**src/rtl/seq_alu_pkg.sv**
```systemverilog
// Shared definitions for the sequential ALU core: opcode encodings, the
// controller state type and the single- vs multi-cycle classification.
package seq_alu_pkg;

   localparam logic [3:0] OP_ADD = 4'd0;
   localparam logic [3:0] OP_SUB = 4'd1;
   localparam logic [3:0] OP_AND = 4'd2;
   localparam logic [3:0] OP_OR  = 4'd3;
   localparam logic [3:0] OP_XOR = 4'd4;
   localparam logic [3:0] OP_MUL = 4'd5;
   localparam logic [3:0] OP_DIV = 4'd6;
   localparam logic [3:0] OP_CMP = 4'd7;
   localparam logic [3:0] OP_LDI = 4'd8;

   typedef enum logic {IDLE = 1'b0, BUSY = 1'b1} state_e;

   // Divide by zero resolves in a single cycle, so only a real divide iterates.
   function automatic logic is_multicycle(input logic [3:0] op, input logic b_is_zero);
      return (op == OP_MUL) || ((op == OP_DIV) && !b_is_zero);
   endfunction

endpackage

```
**src/rtl/seq_muldiv.sv**
```systemverilog
// Iterative unsigned multiply (shift-add) and divide (restoring), one bit per
// clock, WIDTH steps per operation.
// Ports:
//   clk, reset     clock, async active-low reset
//   start          latch operands and begin (only while idle)
//   op             OP_MUL or OP_DIV
//   a, b           operands (b is multiplicand / divisor)
//   busy           steps remaining
//   done           this edge performs the final step; result/carry valid now
//   result, carry  outcome of the final step (low product + overflow, or quotient)
module seq_muldiv
   import seq_alu_pkg::*;
#(
   parameter int WIDTH = 8
) (
   input  logic             clk,
   input  logic             reset,
   input  logic             start,
   input  logic [3:0]       op,
   input  logic [WIDTH-1:0] a,
   input  logic [WIDTH-1:0] b,
   output logic             busy,
   output logic             done,
   output logic [WIDTH-1:0] result,
   output logic             carry
);

   localparam int CW = $clog2(WIDTH + 1);

   logic [CW-1:0]      cnt_q;
   logic               is_div_q;
   logic [WIDTH-1:0]   b_q;
   // Upper half: product accumulator (MUL) or partial remainder (DIV).
   // Lower half: remaining multiplier bits (MUL) or dividend/quotient (DIV).
   logic [2*WIDTH-1:0] work_q, work_d;
   logic [WIDTH:0]     mul_sum, div_shift, div_diff;

   always_comb begin
      mul_sum   = {1'b0, work_q[2*WIDTH-1:WIDTH]} + (work_q[0] ? {1'b0, b_q} : '0);
      div_shift = {work_q[2*WIDTH-1:WIDTH], work_q[WIDTH-1]};
      div_diff  = div_shift - {1'b0, b_q};
      if (is_div_q) begin
         // Negative trial difference: restore the shifted remainder, quotient bit 0.
         if (div_diff[WIDTH])
            work_d = {div_shift[WIDTH-1:0], work_q[WIDTH-2:0], 1'b0};
         else
            work_d = {div_diff[WIDTH-1:0], work_q[WIDTH-2:0], 1'b1};
      end else begin
         work_d = {mul_sum, work_q[WIDTH-1:1]};
      end
   end

   always_ff @(posedge clk or negedge reset) begin
      if (!reset) begin
         cnt_q    <= '0;
         is_div_q <= 1'b0;
         b_q      <= '0;
         work_q   <= '0;
      end else if (start && (cnt_q == '0)) begin
         cnt_q    <= CW'(WIDTH);
         is_div_q <= (op == OP_DIV);
         b_q      <= b;
         work_q   <= {{WIDTH{1'b0}}, a};
      end else if (cnt_q != '0) begin
         work_q <= work_d;
         cnt_q  <= cnt_q - 1'b1;
      end
   end

   assign busy   = (cnt_q != '0);
   assign done   = (cnt_q == CW'(1));
   assign result = work_d[WIDTH-1:0];
   assign carry  = !is_div_q && (work_d[2*WIDTH-1:WIDTH] != '0);

endmodule

```
**src/rtl/seq_alu_core.sv**
```systemverilog
// Sequential ALU core: register file, single-cycle ALU, valid/ready issue and
// an iterative MUL/DIV engine, with carry/zero/divide-by-zero flags.
// Ports:
//   clk, reset                      clock, async active-low reset
//   instr_valid/instr_ready         instruction handshake
//   opcode, rd, rs1, rs2, imm       instruction fields
//   wb_valid, wb_addr, wb_data      one-cycle writeback report (held otherwise)
//   flag_carry/zero/dbz             flags of the last completed op
//   dbg_addr -> dbg_data            combinational register-file read
//
// state | meaning
// IDLE  | accepting instructions; single-cycle ops complete on the accept edge
// BUSY  | MUL/DIV iterating; completes and returns to IDLE on the final step
module seq_alu_core
   import seq_alu_pkg::*;
#(
   parameter int WIDTH    = 8,
   parameter int NUM_REGS = 8,
   parameter int RA_W     = $clog2(NUM_REGS)
) (
   input  logic             clk,
   input  logic             reset,
   input  logic             instr_valid,
   output logic             instr_ready,
   input  logic [3:0]       opcode,
   input  logic [RA_W-1:0]  rd,
   input  logic [RA_W-1:0]  rs1,
   input  logic [RA_W-1:0]  rs2,
   input  logic [WIDTH-1:0] imm,
   output logic             wb_valid,
   output logic [RA_W-1:0]  wb_addr,
   output logic [WIDTH-1:0] wb_data,
   output logic             flag_carry,
   output logic             flag_zero,
   output logic             flag_dbz,
   input  logic [RA_W-1:0]  dbg_addr,
   output logic [WIDTH-1:0] dbg_data
);

   state_e           state_q;
   logic [WIDTH-1:0] regs_q [NUM_REGS];
   logic [RA_W-1:0]  busy_rd_q;

   logic [WIDTH-1:0] op_a, op_b, alu_res, md_result;
   logic             alu_cy, alu_dbz, alu_wr, multi, md_start, md_busy, md_done, md_carry;

   assign op_a = regs_q[rs1];
   assign op_b = regs_q[rs2];
   assign multi = is_multicycle(opcode, op_b == '0);
   assign md_start = (state_q == IDLE) && instr_valid && multi;

   always_comb begin
      alu_res = '0;
      alu_cy  = 1'b0;
      alu_dbz = 1'b0;
      alu_wr  = 1'b1;
      case (opcode)
         OP_ADD: {alu_cy, alu_res} = {1'b0, op_a} + {1'b0, op_b};
         OP_SUB: begin
            alu_res = op_a - op_b;
            alu_cy  = (op_a < op_b);
         end
         OP_AND: alu_res = op_a & op_b;
         OP_OR:  alu_res = op_a | op_b;
         OP_XOR: alu_res = op_a ^ op_b;
         OP_CMP: begin
            alu_res = (op_a == op_b) ? WIDTH'(1) : '0;
            alu_cy  = (op_a < op_b);
         end
         OP_LDI: alu_res = imm;
         OP_DIV: alu_dbz = (op_b == '0);
         OP_MUL: alu_res = '0;
         default: alu_wr = 1'b0;
      endcase
   end

   seq_muldiv #(.WIDTH(WIDTH)) u_muldiv (
      .clk    (clk),
      .reset  (reset),
      .start  (md_start),
      .op     (opcode),
      .a      (op_a),
      .b      (op_b),
      .busy   (md_busy),
      .done   (md_done),
      .result (md_result),
      .carry  (md_carry)
   );

   always_ff @(posedge clk or negedge reset) begin
      if (!reset) begin
         state_q    <= IDLE;
         busy_rd_q  <= '0;
         wb_valid   <= 1'b0;
         wb_addr    <= '0;
         wb_data    <= '0;
         flag_carry <= 1'b0;
         flag_zero  <= 1'b0;
         flag_dbz   <= 1'b0;
         for (int i = 0; i < NUM_REGS; i++) regs_q[i] <= '0;
      end else begin
         wb_valid <= 1'b0;
         case (state_q)
            IDLE: begin
               if (instr_valid) begin
                  if (multi) begin
                     state_q   <= BUSY;
                     busy_rd_q <= rd;
                  end else if (alu_wr) begin
                     regs_q[rd] <= alu_res;
                     wb_valid   <= 1'b1;
                     wb_addr    <= rd;
                     wb_data    <= alu_res;
                     flag_carry <= alu_cy;
                     flag_zero  <= (alu_res == '0);
                     flag_dbz   <= alu_dbz;
                  end
               end
            end
            BUSY: begin
               if (md_busy && md_done) begin
                  regs_q[busy_rd_q] <= md_result;
                  wb_valid   <= 1'b1;
                  wb_addr    <= busy_rd_q;
                  wb_data    <= md_result;
                  flag_carry <= md_carry;
                  flag_zero  <= (md_result == '0);
                  flag_dbz   <= 1'b0;
                  state_q    <= IDLE;
               end
            end
            default: state_q <= IDLE;
         endcase
      end
   end

   assign instr_ready = (state_q == IDLE);
   assign dbg_data    = regs_q[dbg_addr];

endmodule

```
**config.mk**
```make
export PLATFORM = sky130hd
export DESIGN_NAME = seq_alu_core
export DESIGN_NICKNAME = d
export VERILOG_FILES = /design/src/rtl/seq_alu_pkg.sv /design/src/rtl/seq_muldiv.sv /design/src/rtl/seq_alu_core.sv
export SDC_FILE = /design/constraint.sdc
export NUM_CORES = 1
export LEC_CHECK = 0
export BUFFER_PORTS_ARGS = -buffer_cell sky130_fd_sc_hd__buf_2
export CORE_MARGIN = 2
export CORE_UTILIZATION = 53
export DETAILED_ROUTE_END_ITERATION = 7
export GPL_TIMING_DRIVEN = 0
export PLACE_DENSITY = 0.74
export SYNTH_ARGS = -nofsm -noshare
export SYNTH_HDL_FRONTEND = slang
export SYNTH_SLANG_ARGS = --single-unit
```
**constraint.sdc**
```tcl
create_clock -name clk -period 3.5 [get_ports clk]
set_clock_uncertainty 0.1 [all_clocks]
set_input_delay 0.175 -clock clk [delete_from_list [all_inputs] [get_ports clk]]
set_output_delay 0.175 -clock clk [all_outputs]
set_load 0.03 [all_outputs]
```
; ---- Yosys cells after proc, flatten, opt, wreduce, memory -nomap -nowiden
; Index checks and enable logic that the tools add are counted.
[totals]
register_bits = 112
in_bits = 27
output_inout_bits = 24
word_cells = 145
[op_classes]
addsub = 5
magnitude_cmp = 8
n_eq_ne = 14
mux = 66
bitwise = 9
n_reduce_logical = 23
[op_table]
columns = op, n
row1 = $mux 64, 4
row2 = $bwmux 64, 2
row3 = $pmux 64 s2, 1
row4 = $mux 8, 13
row5 = $bmux 8 s3, 3
row6 = $mux 16, 4
row7 = $pmux 8 s7, 1
row8 = $demux 8 s3, 2
row9 = $logic_not 8->1, 3
row10 = $mux 1, 22
row11 = $ge 4x4->1 const B, 5
row12 = $not 3->4, 5
row13 = $eq 4x3->1 const B, 4
row14 = $pmux 8 s2, 1
row15 = $mux 3, 4
row16 = $pmux 1 s2, 6
row17 = $add 8x8->9, 1
row18 = $add 8x9->9, 1
row19 = $reduce_or 9->1, 1
row20 = $sub 9x8->9, 1
row21 = $and 8x8->8, 1
row22 = $eq 4x1->1 const B, 2
row23 = $eq 4x2->1 const B, 2
row24 = $eq 8x8->1, 1
row25 = 22 further kinds, 35

; ---- Longest topological paths before layout
[logic_depth]
ltp_word = 12
ltp_mapped = 19
mapped_depth_nobuf = 14

; ---- Cells and area by module
; A second synthesis with hierarchy kept.
[unflattened]
hier_cells = 922
area_unflattened_um2 = 9405.3
[modules_own_cells]
columns = mod, n_inst, cells_per_inst, area_each_um2, seq_area_each_um2
row1 = seq_alu_core, 1, 671, 7173.1, 2077.0
row2 = seq_muldiv, 1, 251, 2232.1, 725.7

; ---- Least setup slack after synthesis
; No wires, ideal clock.
[synth_timing]
path_kind = input-to-reg
start = input rs2[2]
end = register regs_q[63] (netlist bit)
arrival_time_ns = 3.812
required_ns = 3.272
path_slack_ns = -0.539
cell_stages = 17
n_path_buf = 5
cell_sequence = buf_4 -> buf_4 -> clkbuf_1 -> buf_1 -> mux4_2 -> mux2_2 -> inv_1 -> ha_1 -> clkbuf_1 -> or3b_2 -> o2111ai_2 -> a21oi_1 -> o21ai_1 -> mux2i_1 -> nor3_4 -> o22ai_1 -> mux2_1
[synth_between]
elab_chain_len = 11
[synth_rtl]
columns = item, line
row1 = start: declaration, seq_alu_core.sv:28  ; input logic [RA_W-1:0] rs2,
row2 = $not 3->4 (not written as such) *, seq_alu_core.sv:48  ; assign op_b = regs_q[rs2];
row3 = $bmux 8 s3 *, seq_alu_core.sv:48
row4 = $mux 8 (not written as such) * (2 in a row), seq_alu_core.sv:48
row5 = net op_b[3], seq_alu_core.sv:44  ; logic [WIDTH-1:0] op_a, op_b, alu_res, md_result;
row6 = $sub 8x8->8 or $add 8x8->9 (tied branches), "seq_alu_core.sv:60, seq_alu_core.sv:58"
row7 = $pmux 8 s7, seq_alu_core.sv:57  ; case (opcode)
row8 = $bwmux 64, seq_alu_core.sv:110  ; regs_q[rd] <= alu_res;
row9 = $mux 64, seq_alu_core.sv:109  ; end else if (alu_wr) begin
row10 = $mux 64, seq_alu_core.sv:106  ; if (multi) begin
row11 = $mux 64, seq_alu_core.sv:105  ; if (instr_valid) begin
row12 = $pmux 64 s2, seq_alu_core.sv:103  ; case (state_q)
row13 = end signal: indexed assignment, seq_alu_core.sv:110
row14 = end signal: indexed assignment, seq_alu_core.sv:122  ; regs_q[busy_rd_q] <= md_result;
row15 = end: declaration, seq_alu_core.sv:41  ; logic [WIDTH-1:0] regs_q [NUM_REGS];
; The timed path passes the listed nets; every way through them passes the cells marked *. The select of a mux whose other input is x is not followed.
; A chain may end at the register's enable or synchronous reset.

; ---- Worst setup path after layout
[layout_timing]
start = register regs_q[40] (netlist bit)
end = register regs_q[14] (netlist bit)
[layout_between]
elab_chain_len = 10
[layout_rtl]
columns = item, line
row1 = $bmux 8 s3 *, seq_alu_core.sv:48
row2 = $mux 8 (not written as such) * (2 in a row), seq_alu_core.sv:48
row3 = net op_b[0], seq_alu_core.sv:44
row4 = $sub 8x8->8 or $add 8x8->9 (tied branches), "seq_alu_core.sv:60, seq_alu_core.sv:58"
row5 = $pmux 8 s7, seq_alu_core.sv:57
row6 = $bwmux 64, seq_alu_core.sv:110
row7 = $mux 64, seq_alu_core.sv:109
row8 = $mux 64, seq_alu_core.sv:106
row9 = $mux 64, seq_alu_core.sv:105
row10 = $pmux 64 s2, seq_alu_core.sv:103
; Marked as above.

==> summary.txt <==
Status
  – Run status: finished, violations left
  – Violations in the final reports: setup timing

Synth
  – Commonest cells in the netlist: sky130_fd_sc_hd__dfrtp_1 (112), sky130_fd_sc_hd__nor2_1 (58), sky130_fd_sc_hd__nand2_1 (54)
  – Avg Cell Area, Syn: 9.81 um^2
  – Synthesized net count: 1017
  – Share of synthesized flip-flops with an asynchronous set or reset: 100%
  – Sequential fraction of the synthesis area: 30.3%
  – Yosys warns: 0
  – Post-synthesis cell area: 9250 um^2
  – Syn Inst Count: 943
  – Yosys reg bits: 112
  – Number of enable flip-flop cells after synthesis: 0
  – Post-synth top area cell: sky130_fd_sc_hd__dfrtp_1
  – Count leader, synth: sky130_fd_sc_hd__dfrtp_1
  – Top_reg_cell synth: sky130_fd_sc_hd__dfrtp_1
  – Share of the synthesized area in the top cell type: 30.3%
  – Count of distinct cell types in the synthesized netlist: 79
  – Dominant cells by area after synthesis: sky130_fd_sc_hd__dfrtp_1 (30%), sky130_fd_sc_hd__mux4_2 (11%), sky130_fd_sc_hd__ha_1 (5.8%), sky130_fd_sc_hd__mux2_2 (4.0%), sky130_fd_sc_hd__mux2i_1 (3.0%)

Routing
  – Remaining DRCs: 0
  – Drt wl/cell: 25.7 um
  – Total wirelength of the detailed-routed design: 33.0 mm
  – First-pass DRT Iterations: 6
  – Routed vias/inst: 6.95
  – Vias: 8949
  – Starting DRT DRC Count: 1221
  – Remaining antenna violation count after routing: 0

Worst setup path
  – Worst-case reg-to-reg path depth: 13
  – Classification of the worst setup path: reg -> reg
  – Worst reg2reg startpoint: regs_q[40]
  – Startpoint kind of the worst setup timing path: register
  – Critical path data arrival time: 3.99 ns
  – Family with the most delay on the worst path: compound AO/OA/AOI/OAI gates
  – Worst reg2reg endpoint: regs_q[14]
  – Req. time, crit path: 3.70 ns
  – FF-to-FF setup slack: -0.28 ns
  – Largest fanout on the critical path: 5
  – Cell-by-cell listing of the critical path: mux4_2, mux2_4, ha_4, fa_2, o21ba_4, o21ba_4, o21ai_2, a311oi_2, o32a_1, o22a_4, buf_8, o22ai_2, mux2_4
  – WP buf/inv: 1
  – Largest stage delay, worst path: 0.48 ns
  – Element type at the critical path end: register
  – Critical-path top delay cell: sky130_fd_sc_hd__dfrtp_2

Timing
  – Final Slew Violations: 0
  – Setup slack after layout: -0.282 ns
  – Unrepaired setup endpoints after global routing: yes
  – Max-slew headroom: 34.9%
  – Final count of hold timing violations: 0
  – Final Setup Violations: 20
  – Worst-Margin Slew: 0.949 ns
  – Minimum clock period after layout: 3.78 ns
  – Final cycle utilization of the critical path: 108%
  – Setup TNS Final: -3.25 ns
  – Highest Clock Rate: 264 MHz

Pwr
  – Leak Pwr: 4.66 nW
  – Power Density: 1030 nW/um^2
  – VDD IR max: 0.560 mV
  – Final Total Pwr: 11.6 mW

Clock network
  – Clock Sinks: 112
  – Clock tree buffer depth: 2
  – Buffer cell driving the clock tree root: sky130_fd_sc_hd__clkbuf_16
  – # H-tree levels: 3
  – Post-CTS clock slew at the launch and capture registers of the worst setup and hold paths: 0.08 ns
  – Number of clock buffers inserted by TritonCTS: 9
  – Skew-Pair Late Insertion Delay: 0.37 ns
  – Clock tree from TritonCTS: yes

Worst hold path
  – Hold path cells: 2
  – Type of the most critical hold path: in -> reg
  – Launch instance of the worst min-delay path: rd[1]
  – Min-Delay Endpoint: busy_rd_q[1]

Floorplan
  – Die extent in y: 136 um
  – Initial core utilization: 53.9%
  – Die width: 136 um
  – Number of cell rows: 48
  – Area of the die: 18500 um^2
  – Ports: 51
  – Area of the core: 17200 um^2

Global route
  – Global-route wire length before repair: 48.7 mm
  – All-Layer GR Usage: 35.3%
  – Antenna violations before repair: 0
  – Number of global-route vias before repair: 8495
  – Sum of overflow across all layers after global routing: 0
  – Maximum number of pins on one net before global-route repair: 62

Layout
  – Number of diodes: 0
  – Total area of multi-input combinational cells: 6350 um^2
  – Area Overhead vs Synth: 21.5%
  – Total of fill cells in the finished design: 1406
  – Register area: 2840 um^2
  – Nets: 1131
  – Layout cell share with drive strength beyond 1: 31.6%

Run
  – Max-capacitance violation count: 0

Placed design
  – Gp weighted congestion: 1.01
  – Count of port buffers added during placement: 40
  – HPWL after DPL: 22.3 mm
cell type report:
type / instances / share of cell area, %
timing repair buffer: 106 / 7.41
sequential: 112 / 25.2
tap: 225 / 2.50
inverter: 44 / 1.56
clock inverter: 7 / 1.37
clock buffer: 9 / 2.00
buffer: 59 / 3.45
multi-input combinational: 725 / 56.5
metal layers:
metal	share of wire [%]	global-route usage [%]	routed length, um	vias to the layer above
met2	45	55.9	14800	664
met1	37	44.8	12300	4278
li1	-	-	-	3827
met3	11	9.13	3780	180
met5	0	0	0	-
met4	6.3	17.9	2080	0
stage by stage:
stage                     hold slack [ns]  instances  util [%]  cell area [um^2]  setup WS [ns]
after floorplan                    -0.221        943         -              9380        0.00434
after CTS                          0.0111       1272      63.2             10900        -0.0961
final                              0.0174       1287      65.5             11200         -0.282
after detailed placement            0.153       1209      57.6              9900          -1.09
after global placement              0.364       1208      57.4              9870          -1.05
after global routing               0.0140       1287      65.5             11200         -0.335
registers in the layout, summed over array words and instances, names as in the netlist, 3 cells and up:
signal / flops
u_muldiv.b_q: 8
busy_rd_q: 3
wb_data: 8
u_muldiv.cnt_q: 4
regs_q: 64
wb_addr: 3
u_muldiv.work_q: 16
what timing repair did:
action	4_1_cts	5_1_grt
hold endpoints to repair	51	0
cloned	0	2
gates resized for setup	57	54
pin swaps	11	15
hold buffers	1	0
endpoints found under the setup margin	66	46
setup buffers	48	14
kinds of logic (layout without fill, tap and decap cells):
kind of cell	Yosys count	after routing	synth area share (%)
AO/OA/AOI/OAI	280	280	21.5
XOR/XNOR	12	12	1.14
adder cells (fa/ha/maj)	47	47	6.68
buffers and inverters	106	225	4.95
flip-flops	112	112	30.3
multiplexers	128	128	20.7
AND/OR/NAND/NOR	258	258	14.8
report_power, final:
| group | internal (mW) | switching [mW] |
|---|---|---|
| Sequential | 1.91 | 0.834 |
| Combinational | 3.38 | 4.18 |
| Clock | 0.783 | 0.526 |
worst max path at each step:
stage,from,slack (ns),depth (start not counted),endpoint
finish,regs_q[40],-0.28,13,regs_q[14]
global route,regs_q[40],-0.34,13,regs_q[54]
CTS,regs_q[8],-0.1,13,regs_q[54]
detailed placement,rs2[2],-1.09,17,flag_zero
global placement,rs2[2],-1.05,17,flag_zero
floorplan,rs2[2],0.004,17,regs_q[63]
layout by cell type, fill, tap and decap left out, types with 12 or more instances in the layout:
cell                        Yosys  routed
sky130_fd_sc_hd__nor2b_1       18      18
sky130_fd_sc_hd__o22ai_1       31      25
sky130_fd_sc_hd__buf_2         16      51
sky130_fd_sc_hd__nand3_1       22      22
sky130_fd_sc_hd__mux2i_1       28      27
sky130_fd_sc_hd__o22a_1        13      12
sky130_fd_sc_hd__o21ai_1       15      15
sky130_fd_sc_hd__mux4_2        45      45
sky130_fd_sc_hd__ha_1          43      37
sky130_fd_sc_hd__mux2_4         0      15
sky130_fd_sc_hd__a21oi_1       45      43
sky130_fd_sc_hd__inv_1         43      34
sky130_fd_sc_hd__mux2_1        22      17
sky130_fd_sc_hd__nand2b_1      17      17
sky130_fd_sc_hd__o21a_1        20      20
sky130_fd_sc_hd__clkbuf_16      0      12
sky130_fd_sc_hd__clkbuf_1      29      22
sky130_fd_sc_hd__buf_4          6      58
sky130_fd_sc_hd__o21ai_0       38      34
sky130_fd_sc_hd__dfrtp_1      112      84
sky130_fd_sc_hd__mux2_2        33      23
sky130_fd_sc_hd__dfrtp_2        0      28
sky130_fd_sc_hd__a22o_1        19      19
sky130_fd_sc_hd__nor2_1        58      57
sky130_fd_sc_hd__nor3_1        18      18
sky130_fd_sc_hd__nand2_1       54      53
Power figures use the tool's default switching activity.
